$ cat src/rtl/ps_serializer.sv
// Bit-rate parallel-to-serial transmitter: COMMA sync burst after reset, then
// MSB-first lane data with a valid/ready handshake and IDLE fill.
module ps_serializer #(
    parameter int              WIDTH      = 8,
    parameter int              LANES      = 1,
    parameter logic [WIDTH-1:0] COMMA     = 8'hBC,
    parameter logic [WIDTH-1:0] IDLE      = 8'h7C,
    parameter int              SYNC_WORDS = 4
) (
    input  logic                   clk_32f,
    input  logic                   reset,
    input  logic                   in_valid,
    input  logic [LANES*WIDTH-1:0] in_data,
    input  logic                   force_idle,
    output logic                   in_ready,
    output logic [LANES-1:0]       serial_out,
    output logic                   word_start,
    output logic                   sync_done
);

    localparam int CW = $clog2(WIDTH);
    localparam int SW = $clog2(SYNC_WORDS + 1);
    localparam logic [CW-1:0] LAST_BIT  = CW'(WIDTH - 1);
    localparam logic [SW-1:0] LAST_SYNC = SW'(SYNC_WORDS - 1);

    typedef enum logic {
        ST_SYNC,
        ST_RUN
    } state_t;

    state_t                        state;
    state_t                        next_state;
    logic [CW-1:0]                 cnt;
    logic [SW-1:0]                 sync_cnt;
    logic [LANES-1:0][WIDTH-1:0]   shreg;
    logic [LANES-1:0][WIDTH-1:0]   load_word;
    logic                          at_load;
    logic                          started;

    assign at_load = (cnt == LAST_BIT);

    always_ff @(posedge clk_32f) begin
        if (reset) state <= ST_SYNC;
        else       state <= next_state;
    end

    // The RUN transition coincides with the last COMMA load.
    always_comb begin
        next_state = state;
        in_ready   = 1'b0;
        load_word  = '0;
        if (state == ST_SYNC) begin
            for (int k = 0; k < LANES; k++) load_word[k] = COMMA;
            if (at_load && sync_cnt == LAST_SYNC) next_state = ST_RUN;
        end else begin
            in_ready = at_load && !force_idle && !reset;
            for (int k = 0; k < LANES; k++)
                load_word[k] = (!force_idle && in_valid) ? in_data[k*WIDTH +: WIDTH] : IDLE;
        end
    end

    always_ff @(posedge clk_32f) begin
        if (reset) begin
            cnt       <= LAST_BIT;
            sync_cnt  <= '0;
            shreg     <= '0;
            sync_done <= 1'b0;
            started   <= 1'b0;
        end else if (at_load) begin
            cnt     <= '0;
            shreg   <= load_word;
            started <= 1'b1;
            if (state == ST_SYNC) sync_cnt  <= sync_cnt + 1'b1;
            else                  sync_done <= 1'b1;
        end else begin
            cnt <= cnt + 1'b1;
            for (int k = 0; k < LANES; k++)
                shreg[k] <= {shreg[k][WIDTH-2:0], 1'b0};
        end
    end

    always_comb begin
        for (int k = 0; k < LANES; k++) serial_out[k] = shreg[k][WIDTH-1];
    end

    assign word_start = (cnt == '0) && started;

endmodule

$ cat config.mk
export PLATFORM = sky130hd
export DESIGN_NAME = ps_serializer
export DESIGN_NICKNAME = d
export VERILOG_FILES = /design/src/rtl/ps_serializer.sv
export SDC_FILE = /design/constraint.sdc
export NUM_CORES = 1
export LEC_CHECK = 0
export ABC_AREA = 1
export CAP_MARGIN = 20
export CORE_MARGIN = 2
export CORE_UTILIZATION = 50
export DETAILED_ROUTE_END_ITERATION = 8
export PLACE_DENSITY = 0.8
export SYNTH_ARGS = -nofsm -noshare
export SYNTH_HDL_FRONTEND = slang
export SYNTH_SLANG_ARGS = --single-unit
$ cat constraint.sdc
create_clock -name clk_32f -period 2.6 [get_ports clk_32f]
set_input_delay 0.78 -clock clk_32f [delete_from_list [all_inputs] [get_ports clk_32f]]
set_output_delay 0.78 -clock clk_32f [all_outputs]
set_load 0.01 [all_outputs]
==> flow_metrics.py <==
metrics = {
    "clock_network": {
        "htree_levels": 1,
        "path_clk_slew_ns": 0.09,
        "cts_tree": "built",
        "cts_hold_buf": 0,
        "cts_num_sinks": 17,
        "ctsRootBufferMaster": "clkbuf_4",
        "clock_network_latency_to_the_later_pin_of_the_worst_skew_pair_ns": 0.28,
        "cts_max_path_buffers": 2,
        "cts_made_buffers": 3,
    },
    "die": {
        "die_width_um": 40.86,
        "design.core.area_um2": 1285,
        "initial_core_utilization_pct": 52.87,
        "floorplan.rows": 13,
        "boundaryPins": 16,
        "die-area_um2": 1670,
        "die_height_um": 40.86,
    },
    "synth": {
        "postSynthRegisterBits": 17,
        "synth_cell_types": 17,
        "top_cells_by_area_synth": "dfxtp_1, nor2_1, ha_1, nand2_1, o21ai_0",
        "synth.avg_cell_area_um2": 8.285,
        "asyncSetResetFlopFracSynth_pct": 0,
        "synth_top_cell_by_area": "dfxtp_1",
        "ys.warnings.count": 0,
        "post_synth_most_frequent_cells": "dfxtp_1, nor2_1, nand2_1",
        "synth_adder_area_share_pct": 9.208,
        "mappedNetlistArea_um2": 679.4,
        "yosysTopAreaCellShare_pct": 50.09,
        "synth_cells": 82,
        "largest_family_of_logic_cells_by_synthesized_area": "simple AND/OR/NAND/NOR gates",
        "yosys.area_share.xor_xnor_pct": 1.289,
        "yosys_most_used_dff": "dfxtp_1",
        "synth_simple_gate_area_share_pct": 20.63,
        "synth_compound_gate_area_share_pct": 10.31,
        "syn_nets": 99,
        "synth_sequential_area_ratio_pct": 50.09,
        "mux_contribution_to_synthesized_area_pct": 0,
        "number_of_enable_type_register_cells_in_the_synthesized_netlist": 0,
    },
    "worst_setup_path": {
        "worst-endpoint-arrival_ns": 1.58,
        "cp-start-kind": "primary input",
        "timing.critical_path.fanout_max": 2,
        "critical_path_source": "force_idle",
        "endpoint_kind": "output pin",
        "worstReg2RegStart": "cnt[0]$_SDFF_PP1_",
        "classification_of_the_worst_setup_path": "primary input to output pin",
        "timing.critical_path.required_ns": 1.82,
    },
    "layout": {
        "area_growth_pct": 31.12,
        "seq_area_um2": 340.3,
        "finish.cell_count_without_fillers": 118,
        "multi_input_comb_area_um2": 281.5,
        "fillCellCount": 114,
        "share_of_the_core_filled_with_cells_pct": 69.33,
        "antenna_cells": 0,
        "final_net_count": 121,
        "fraction_of_layout_cells_with_a_size_suffix_above_1_pct": 12.62,
    },
    "timing": {
        "final.setup.worst_slack_ns": 0.2407,
        "layout_min_cycle_time_ns": 2.359,
        "finalCritPeriodShare_pct": 90.74,
        "fmax_achieved_mhz": 423.9,
        "final-max-slew-violation-count": 0,
        "max-slew-margin-rel_pct": 88.85,
        "final.setup_skew_ns": 0.001676,
        "grt_setup_unrepaired": "no",
        "setup-violations-final": 0,
        "finalHoldViolCount": 0,
        "worst_pin_slew_ns": 0.1660,
    },
    "place": {
        "place_inst": 114,
        "place_ws_ns": -0.2119,
        "hpwl_um": 880.3,
        "io_buffers": 15,
        "final_wtd_congestion": 0.7263,
    },
    "routing": {
        "drt_drc_violations_left": 0,
        "total_number_of_vias": 533,
        "initialDrtViolationCount": 3,
        "ant_nets": 0,
        "drt-wirelength-per-cell_um": 9.237,
        "drt-total-wl_um": 1090,
        "dr.pass1.iters": 2,
        "routed_via_density": 4.517,
    },
    "flow_run": {
        "max_cap_violations": 0,
    },
    "global_routing": {
        "overflow": 0,
        "pin_count_of_the_biggest_net_entering_global_routing": 12,
        "grt_pass1_vias": 472,
        "grt_pass1_wl_um": 1807,
        "grt_usage_pct": 16.74,
        "antenna_found_initial": 0,
    },
    "power_and_ir_drop": {
        "power_density_nw_per_um2": 682.4,
        "ir_worst_vdd_mv": 0.4628,
        "p_leak_nw": 0.4119,
        "report.power.total_uw": 608.0,
    },
    "min_path": {
        "hold_removal_path_class": "flip-flop to flip-flop",
        "holdCritStartpoint": "shreg[0]$_SDFF_PP0_",
    },
    "outcome": {
        "status": "completed",
    },
}
## path summary, 6_finish.rpt
kind / cells after the start / slack (ns) / endpoint
setup / recovery: 3 / 0.24 / in_ready
hold / removal: 2 / 0.45 / shreg[1]$_SDFF_PP0_
setup reg to reg: 6 / 1.24 / sync_cnt[0]$_SDFFE_PP0P_
hold reg to reg: 2 / 0.45 / shreg[1]$_SDFF_PP0_
## per-layer routing
metal / share of wire, % / global-route usage (%)
met4: 1.0 / 12.50
met2: 46 / 24.61
met1: 50 / 21.33
met5: 0 / 0
met3: 2.9 / 3.261
## critical path, stage by stage
cell,delay (ns)
clkdlybuf4s50_1,0.48
nor2_1,0.05
dlygate4sd2_1,0.27
## cell families after synthesis
logic type | Yosys count
and+or+nand+nor | 33
DFF | 17
AOI/OAI and AO/OA | 14
buffers and inverters | 12
adders and majority gates | 5
xor gates and xnor gates | 1
## flip-flops by register name (all words and copies together) (netlist names)
signal and cells:
state 1, sync_cnt 3, shreg 8, cnt 3, sync_done 1, started 1
## through the flow
stage	setup TNS, ns	hold slack [ns]	cell area (um^2)
after detailed placement	-0.2119	0.4369	863.3
after global routing	0	0.4738	890.9
final	0	0.4491	890.9
after CTS	0	0.4509	888.4
after floorplan	0	0.4286	679.4
after global placement	-0.2150	0.4428	863.3
## where the power goes
group          internal, mW  switching [mW]
Clock                0.0595          0.0763
Sequential            0.306          0.0186
Combinational        0.0728          0.0747
Total                 0.438           0.170
## area by class of cell
type | instances | area share (%)
inverters | 10 | 4.775
repair buffers | 19 | 20.37
flip-flops and latches | 17 | 38.20
multi-input cells | 53 | 31.60
well taps | 15 | 2.107
clock buffers | 4 | 2.949
## cells in the final DEF, fill, tap and decap left out, types with 3 or more instances in the layout
master           count
a21oi_1              5
clkdlybuf4s50_1     13
buf_4                4
o21ai_0              7
nor2_1              17
dfxtp_1             17
inv_1                7
nand2_1             10
ha_1                 5
clkbuf_4             3
## repair_timing
action | in CTS | in global routing
setup buffers | 0 | 0
endpoints found under the setup margin | 1 | 1
cloned | 0 | 0
resized for setup | 1 | 1
Power figures use the tool's default switching activity.
